$ cat src/rtl/counter_pkg.sv
// counter_pkg: shared direction type and prescaler sizing helper for the up/down counter
package counter_pkg;
  typedef enum logic {DIR_DOWN = 1'b0, DIR_UP = 1'b1} count_dir_e;
  function automatic int pcnt_width(input int prescale);
    return (prescale <= 2) ? 1 : $clog2(prescale);
  endfunction
endpackage

$ cat src/rtl/tick_prescaler.sv
// tick_prescaler: divides enabled cycles down to one count tick every PRESCALE enabled cycles
module tick_prescaler
  import counter_pkg::*;
#(
  parameter int PRESCALE = 1
) (
  input  logic clk,
  input  logic rst,
  input  logic en,
  input  logic clr,
  output logic tick
);
  localparam int PW = pcnt_width(PRESCALE);
  localparam logic [PW-1:0] LAST = PW'(PRESCALE - 1);
  logic [PW-1:0] r_pcnt;
  assign tick = en && !clr && (r_pcnt == LAST);
  // enabled-cycle counter; clr (a load) restarts the period, en=0 freezes it
  always_ff @(posedge clk)
    if (rst || clr) r_pcnt <= '0;
    else if (en) r_pcnt <= tick ? '0 : r_pcnt + 1'b1;
endmodule

$ cat src/rtl/param_updown_counter.sv
// param_updown_counter: up/down counter with clamped load, modulus, prescaled ticks and tc pulse; COUNTER_SATURATE_EN selects hold-at-bound instead of wrap
module param_updown_counter
  import counter_pkg::*;
#(
  parameter int WIDTH    = 8,
  parameter int MAX_VAL  = 2**WIDTH - 1,
  parameter int PRESCALE = 1
) (
  input  logic             clk,
  input  logic             rst,
  input  logic             en,
  input  logic             load_en,
  input  logic             dir,
  input  logic             oe,
  input  logic [WIDTH-1:0] load_val,
  output logic [WIDTH-1:0] count_val,
  output logic [WIDTH-1:0] count_oe,
  output logic             tc
);
  localparam logic [WIDTH-1:0] MAX = WIDTH'(MAX_VAL);
  logic [WIDTH-1:0] r_count;
  logic             r_tc;
  logic             w_tick;
  logic             w_up;
  logic             w_at_bound;
  logic [WIDTH-1:0] w_step;
  logic [WIDTH-1:0] w_bound_val;
  logic [WIDTH-1:0] w_load;
  tick_prescaler #(.PRESCALE(PRESCALE)) u_pre (
    .clk (clk),
    .rst (rst),
    .en  (en),
    .clr (load_en),
    .tick(w_tick)
  );
  assign w_up       = count_dir_e'(dir) == DIR_UP;
  assign w_at_bound = w_up ? (r_count == MAX) : (r_count == '0);
  assign w_step     = w_up ? r_count + 1'b1 : r_count - 1'b1;
  assign w_load     = (load_val > MAX) ? MAX : load_val;
`ifdef COUNTER_SATURATE_EN
  assign w_bound_val = r_count;
`else
  assign w_bound_val = w_up ? '0 : MAX;
`endif
  // count register and terminal-count pulse: reset, then load, then tick, else hold
  always_ff @(posedge clk)
    if (rst) begin
      r_count <= '0;
      r_tc    <= 1'b0;
    end else if (load_en) begin
      r_count <= w_load;
      r_tc    <= 1'b0;
    end else if (w_tick) begin
      r_count <= w_at_bound ? w_bound_val : w_step;
      r_tc    <= w_at_bound;
    end else r_tc <= 1'b0;
  assign count_val = r_count;
  assign tc        = r_tc;
  assign count_oe  = {WIDTH{oe}};
endmodule

$ cat config.mk
export PLATFORM = sky130hd
export DESIGN_NAME = param_updown_counter
export DESIGN_NICKNAME = d
export VERILOG_FILES = /design/src/rtl/counter_pkg.sv /design/src/rtl/tick_prescaler.sv /design/src/rtl/param_updown_counter.sv
export SDC_FILE = /design/constraint.sdc
export NUM_CORES = 1
export LEC_CHECK = 0
export ABC_AREA = 1
export CAP_MARGIN = 15
export CORE_MARGIN = 3
export CORE_UTILIZATION = 25
export CTS_CLUSTER_SIZE = 40
export DETAILED_ROUTE_END_ITERATION = 8
export DONT_BUFFER_PORTS = 1
export GPL_TIMING_DRIVEN = 0
export PLACE_DENSITY = 0.49
export SLEW_MARGIN = 20
export SYNTH_ARGS = -nofsm -noshare
export SYNTH_HDL_FRONTEND = slang
export SYNTH_HIERARCHICAL = 1
export SYNTH_SLANG_ARGS = --single-unit
$ cat constraint.sdc
create_clock -name clk -period 4.12 [get_ports clk]
set_input_delay 0.618 -clock clk [delete_from_list [all_inputs] [get_ports clk]]
set_output_delay 0.618 -clock clk [all_outputs]
set_load 0.005 [all_outputs]
==> metrics.txt, run 1 <==
hold_ws 435 ps; Pleak 0.000518 uW; num ports 31; Synthesized Nets 162; area leader, netlist dfxtp_1; Hold Path Stages 1; setup TNS 0 ps; H-tree Lvls 1; Worst slew margin 78.0%; Crit Path Max Fanout 9; Yosys top cell area share 21.7%; VDD IR max 167 uV; crit-path cells inv_2 > fa_1 > nand2_1 > nand2_1 > nand3b_4 > nand2_2 > nand2_1 > nand3_1 > nand2_1 > nand2_1 > a21oi_1; Post-Syn Instances 141; commonest non-fill, non-tap cell in the layout nand2_1; Reg clk slew, reported paths 50 ps; remaining global-route overflow 0; nets 167; Reg2Reg Capture Point count_val[6]; Setup Viol. Count Final 0; reg-to-reg setup timing slack 2520 ps; Die W 66.8 um; routed len/inst 11.7 um; Seq/Total Area, Yosys 21.7%; vias in the first global route 911; most frequent CP cell nand2_1; routability cong. 0.720; vias 892; CP arrival 1830 ps; DR DRC count 0; ANT nets after route 0; initial antenna violation count 0; Root Buffer clkbuf_8; Die ar. 4460 um2; largest net degree at the start of global routing 10; Placeable Area 3440 um2; MaxCap Viol Count 0; number of synthesized register bits 10; Synthesis Warnings 6; Clock Skew 1.33 ps; Max Slew Vio Count 0; CP peak stage delay 440 ps; RSZ-0062 raised after global routing no; TritonRoute pass-1 iters 4; layout cell share with drive strength beyond 1 19.3%; first-pass GRT wire length 3870 um; CP Buf/Inv Count 1; CP startpoint dir; post_cts resized 0; Post-CTS Setup Bufs 0; Total GRT Usage 11.0%; Crit Path Class input pin to flop; die height 66.8 um; I/O Buffers 0; fin crit share 40.3%; DR WL met3 193 um; Synth-to-Final Area Change 12.2%; worst r2r path cells 10; Hold WC Path Type input pin to flop; Highest Clock Rate 602 MHz; # clock sinks 10; initial drt markers 18; CTS buffer count 3; clk_lat worst skew 240 ps; dominant cells by area after synthesis dfxtp_1 (22%), nand2_1 (17%), ha_1 (8.1%); Via density 4.67; total wire length 2240 um; TritonCTS clock tree yes; n_diodes 0; Highest Signal Layer met3; Distinct cells, synth 26; met1 WL 1030 um; final hold vios 0; final worst path period need 1660 ps; Worst path slowest cell fa_1; most frequent cells in the layout nand2_1 (41), nor2_1 (20), inv_1 (12); Hold Crit Start rst; clk buf depth 2; CP Launch Type input pin; delay-heaviest family, CP simple AND/OR/NAND/NOR gates; met2 wire length 1020 um; worst reg2reg path startpoint count_val[0]; Post-Syn Area per Cell 6.56 um2; post-DP HPWL 1820 um; hold worst-path end count_val[5]; Post-Syn Area 925 um2; CP Capture Type flop; worst-margin pin slew 330 ps; PwrDens 334 nW/um2; num rows 21; Hold Buf Count CTS 0; status finished clean; Crit path required time 4290 ps; initial core utilization 26.9%
-- stage by stage --
stage          worst slack [ps]  util (%)  total power [uW]  area [um2]  cells
2_1_floorplan              2360         -               205         925    141
3_3_place_gp               2220      28.5               224         982    187
3_5_place_dp               2210      28.5               226         982    187
4_1_cts                    2450      30.1               350        1040    191
5_1_grt                    2330      30.1               374        1040    191
6_report                   2460      30.1               347        1040    191
-- power by group --
| part | internal [uW] | leakage (uW) | switching [uW] |
|---|---|---|---|
| Sequential | 104 | 0.0000826 | 15.3 |
| Clock | 84.1 | 0.0000288 | 39.3 |
| Combinational | 46.2 | 0.000407 | 57.5 |
| Total | 235 | 0.000518 | 112 |
-- cell usage after synthesis --
library cell / count
inv_2: 4
nand3b_4: 1
nor3_1: 1
fa_1: 1
nor2_2: 2
or2_2: 1
a21oi_1: 7
nand2_1: 41
nand4_1: 2
nor2_4: 1
xnor2_1: 2
a22oi_1: 1
a21oi_2: 2
o221ai_1: 4
xor2_1: 1
nand3_1: 7
dfxtp_1: 10
nor2_1: 20
o21ai_0: 1
nand2_2: 1
buf_4: 8
ha_1: 6
nand3_2: 2
nand3b_1: 1
inv_1: 12
or2_4: 2
-- worst reg2reg max path, delay by kind of cell (launching register included) --
kind	cells	cell delay, ps
adders and majority gates	1	440
AOI/OAI and AO/OA	1	100
and+or+nand+nor	8	600
DFF	1	400
-- cells by family after synthesis --
family | Yosys count | synth area share, %
buffers and inverters | 24 | 13.0
adders and majority gates | 7 | 10.3
AOI/OAI and AO/OA | 15 | 10.8
xor gates and xnor gates | 3 | 2.84
DFF | 10 | 21.7
and+or+nand+nor | 82 | 41.4
-- layer usage --
layer / GRT usage (%) / vias to the layer above
li1: - / 462
met1: 13.1 / 401
met2: 18.9 / 29
met3: 4.22 / 0
met4: 1.52 / 0
met5: 0 / -
-- area by class of cell --
class                   instances  area (um2)
fillers                       379        2400
well taps                      46        57.6
inverters                      16        60.1
plain buffers                   8        60.1
multi-input cells             107         604
clock buffers                   4        55.1
flip-flops and latches         10         200
-- registers in the layout, indices dropped and copies added (netlist names) --
name,count
count_val,8
tc,1
u_pre/r_pcnt,1
-- worst max-delay path by stage --
stage,cells after the start,endpoint,slack [ps]
finish,11,count_val[6],2460
global route,11,count_val[6],2330
CTS,10,count_val[6],2450
detailed placement,10,count_val[6],2210
global placement,11,count_val[6],2220
floorplan,10,count_val[6],2360
No activity file was read; power rests on OpenSTA's default activity.
==> inputs of run 2 (changes only) <==
clock period = 1.6 ns   (was 4.12 ns; I/O delays follow)
==> run 2 against run 1 <==
  * Setup slack worse by 2400 ps
  * Global-route usage unchanged
  * Non-clock buffer count unchanged
  * Die area is the same
  * Critical path depth fell by 2
  * Clock skew about the same
  * Clock-buffer cell count did not move
  * Core utilization is 0.84 points higher
  * Combinational power rose to 2.7 times the previous value
  * Sequential share of layout area up 0.54 points
  * Routed wire length up 0.53%
  * Clock power rose to 2.6 times the previous value
  * Critical path type is now flop to flop
  * Critical endpoint unchanged
==> metrics.txt, run 2 (synthesis results as in run 1) <==
status finished clean; Root Buffer clkbuf_8; ANT nets after route 0; final worst slack 92.1 ps; Max Slew Vio Count 0; CP arrival 1680 ps; n_diodes 0; crit-path cells ha_1 > or2_4 > nand3b_4 > nand2_2 > nand2_1 > nand3_1 > nand2_1 > nand2_1 > a21oi_1; CTS buffer count 3; Finished Cell Area 1070 um2; RSZ-0062 raised after global routing yes; H-tree Lvls 1; Crit path required time 1770 ps; MaxCap Viol Count 0; commonest non-fill, non-tap cell in the layout nand2_1; Clk network pwr share 35.2%; Filler cells 376; total net switching power 294 uW; num ports 31; PwrDens 851 nW/um2; final hold vios 0; # clock sinks 10; VDD IR max 436 uV; num rows 21; most frequent CP cell nand2_1; most frequent cells in the layout nand2_1 (40), nor2_1 (20), inv_1 (12); largest net degree at the start of global routing 10; Die W 66.8 um; pre-CTS setup slack -2.76 ps; Worst path slowest cell dfxtp_2; TritonRoute pass-1 iters 4; CP Launch Type flop; nets 167; DR DRC count 0; Clock Skew 0.980 ps; layout cell share with drive strength beyond 1 26.2%; Die ar. 4460 um2; worst-margin pin slew 297 ps; Pleak 0.000518 uW; Crit Path Max Fanout 6; Worst slew margin 80.2%; Via density 4.72; P_int 613 uW; Synth-to-Final Area Change 15.3%; Reg power frac 34.4%; clk_lat worst skew 240 ps; Setup Viol. Count Final 0; TritonCTS clock tree yes; total wire length 2260 um; Reg clk slew, reported paths 50 ps; Placeable Area 3440 um2; initial antenna violation count 0; Crit Path Class flop to flop; initial drt markers 27; clk buf depth 2; Hold WC Path Type input pin to flop; Total GRT Usage 11.0%; Post-CTS Setup Bufs 0; max reg flops 8; initial core utilization 26.9%; routability cong. 0.720; fin crit share 94.2%; CP peak stage delay 350 ps; I/O Buffers 0; remaining global-route overflow 0; Combinational Power Share 30.4%; routed len/inst 11.8 um; Highest Clock Rate 663 MHz; final worst path period need 1510 ps; vias 901; vias in the first global route 911; first-pass GRT wire length 3870 um; hold_ws 49.2 ps; post-DP HPWL 1820 um; CP Capture Type flop; sw frac 32.4%; die height 66.8 um; placed inst area 982 um2
## run 2: repair_timing
action                     CTS  global route
setup endpoints to repair    1             5
hold endpoints to repair     0             0
pin swaps                    0             0
hold buffers                 0             0
resized for setup            1            10
## run 2: power by group through the flow
stage,Clock (uW),Combinational [uW],Sequential (uW)
2_1_floorplan,0,228,299
3_3_place_gp,0,265,313
3_5_place_dp,0,269,314
4_1_cts,322,270,309
5_1_grt,340,318,318
6_report,320,276,312
## run 2: final timing paths
path | from | end | slack [ps] | cells after the start
setup / recovery | count_val[3] | count_val[6] | 90 | 9
hold / removal | rst | count_val[5] | 50 | 1
setup reg to reg | count_val[3] | count_val[6] | 90 | 9
hold reg to reg | u_pre/r_pcnt | u_pre/r_pcnt | 450 | 2
## run 2: final cells by class
cell class,count,area (um2),share of cell area [%]
multi-input combinational,107,622,58.3
sequential,10,211,19.8
buffer,8,60.1,5.63
inverter,16,60.1,5.63
tap,46,57.6,5.40
clock buffer,4,55.1,5.16
## run 2: routing by layer
| metal | global-route usage [%] | share of wire (%) | routed length (um) | vias up |
|---|---|---|---|---|
| met3 | 4.22 | 9.1 | 205 | 0 |
| met4 | 1.52 | 0 | 0 | 0 |
| li1 | - | - | - | 461 |
| met1 | 13.1 | 45 | 1010 | 406 |
| met2 | 18.9 | 46 | 1040 | 34 |
| met5 | 0 | 0 | 0 | - |
## run 2: stage by stage
| stage | total power (uW) | cells | util (%) | setup TNS [ps] |
|---|---|---|---|---|
| floorplan | 527 | 141 | - | 0 |
| CTS | 902 | 191 | 30.2 | 0 |
| global route | 976 | 191 | 31.0 | -2.60 |
| global placement | 578 | 187 | 28.5 | 0 |
| detailed placement | 582 | 187 | 28.5 | -2.76 |
| finish | 908 | 191 | 31.0 | 0 |
## run 2: worst max-delay path, delay by kind of cell, from the launching register on
kind,cells,cell delay [ps]
compound gates,1,100
fa+ha+maj,1,330
flops,1,350
simple gates,7,650
==> inputs of run 3 (changes only) <==
SETUP_SLACK_MARGIN = 0.2   (was not set)
SLEW_MARGIN = 0   (was 20)
==> run 3 against run 2 <==
  * First-iteration DRC count up 59%
  * Die area stayed put
  * Critical path depth is the same
  * Core utilization increased by 2.5 points
  * Sequential share of layout area is 0.18 points lower
  * Clock power decreased by 2%
  * Cell count increased by 0.52%
  * Clock skew about the same
  * Power is 2.5% higher
  * Sequential power barely moved
  * Worst hold slack better by 1.9 ps
  * Sequential cell count did not move
  * Critical endpoint unchanged
==> metrics.txt, run 3 (synthesis results as in run 1) <==
final hold vios 0; routed len/inst 12.6 um; Clock Skew 1.37 ps; P_int 630 uW; GRT Max-Usage Layer met2; Combinational Power Share 32.5%; clk_lat worst skew 230 ps; initial drt markers 43; fin crit share 91.1%; max reg flops 8; Finished Cell Area 1150 um2; sw frac 32.3%; TritonCTS clock tree yes; Reg power frac 33.8%; Hold WC Path Type input pin to flop; status finished clean; worst-margin pin slew 330 ps; first-pass GRT wire length 3970 um; vias 913; n_diodes 0; Synth-to-Final Area Change 24.6%; VDD IR max 409 uV; H-tree Lvls 1; layout cell share with drive strength beyond 1 32.2%; Highest Clock Rate 686 MHz; total wire length 2410 um; CTS buffer count 3; nets 168; Root Buffer clkbuf_8; Via density 4.76; Placeable Area 3440 um2; GRT met3 Usage 3.71%; # clock sinks 10; worst r2r path cells 9; CP arrival 1590 ps; most frequent cells in the layout nand2_1 (38), nor2_1 (20), inv_1 (12); setup TNS 0 ps; Clk network pwr share 33.7%; post-DP HPWL 1900 um; Reg clk slew, reported paths 50 ps; CP Launch Type flop; CP Capture Type flop; RSZ-0062 raised after global routing yes; total net switching power 300 uW; final worst path period need 1460 ps; remaining global-route overflow 0; Die W 66.8 um; Pleak 0.000527 uW; num ports 31; MaxCap Viol Count 0; largest net degree at the start of global routing 10; Crit Path Class flop to flop; PwrDens 807 nW/um2; TritonRoute pass-1 iters 4; Hold Path Stages 1; Worst slew margin 78.0%; I/O Buffers 0; commonest non-fill, non-tap cell in the layout nand2_1; Total GRT Usage 11.5%; ANT nets after route 0; Crit Path Max Fanout 7; Max Slew Vio Count 0; initial core utilization 26.9%; initial antenna violation count 0; Die ar. 4460 um2; vias in the first global route 884; met2 usage 19.1%; clk buf depth 2; routability cong. 0.719; placed inst area 985 um2; Crit path required time 1730 ps; die height 66.8 um; num rows 21; GR Util met1 14.9%; DR DRC count 0; Setup Viol. Count Final 0
## run 3: cell types whose count changed in the layout (fill, tap and decap cells not counted), moves of 2 or more
cell     change
dfxtp_2      -6
dfxtp_4      +6
ha_1         -4
ha_4         +4
nand2_1      -2
nand2_2      +2
## run 3: layer usage
metal | share of wire, % | vias up
met4 | 0 | 0
met5 | 0 | -
li1 | - | 461
met1 | 45 | 415
met3 | 8.8 | 0
met2 | 46 | 37
## run 3: power groups by stage
stage	sequential [uW]	combinational [uW]	clock (uW)
floorplan	300	228	0
detailed placement	316	267	0
finish	315	302	314
CTS	317	299	319
global placement	315	265	0
global route	319	348	331
## run 3: worst paths after layout
check	slack, ps	end	from
setup reg to reg	140	count_val[6]	count_val[0]
setup / recovery	140	count_val[6]	count_val[0]
hold reg to reg	450	u_pre/r_pcnt	u_pre/r_pcnt
hold / removal	50	count_val[6]	rst
## run 3: final cells by class
type                       count  area, um2
multi-input combinational    107        686
clock buffer                   4       55.1
fill                         361       2290
buffer                         8       60.1
inverter                      16       60.1
tap                           46       57.6
sequential                    10        226
timing repair buffer           1       7.51
## run 3: what timing repair did
action	CTS	global route
pin swaps	4	5
resized for setup	17	6
hold buffers	0	0
setup endpoints to repair	5	4
buffers inserted	1	0
## run 3: metrics by stage
| step | worst slack, ps | utilization, % | std cells | power (uW) | hold WS [ps] |
|---|---|---|---|---|---|
| floorplan | 211 | - | 141 | 528 | 302 |
| global placement | 25.3 | 28.6 | 187 | 580 | 304 |
| detailed placement | 8.49 | 28.6 | 187 | 583 | 305 |
| CTS | 153 | 32.9 | 192 | 935 | 49.2 |
| global route | 26.8 | 33.5 | 192 | 998 | 50.8 |
| finish | 142 | 33.5 | 192 | 930 | 51.1 |
## run 3: critical path, stage by stage (launching register included)
cell	delay, ps
dfxtp_4	370
fa_2	370
nand2_2	80
nand2_2	70
nand3b_4	90
nand3_1	80
nand3_1	100
nand2_1	60
nand2_1	80
a21oi_2	50
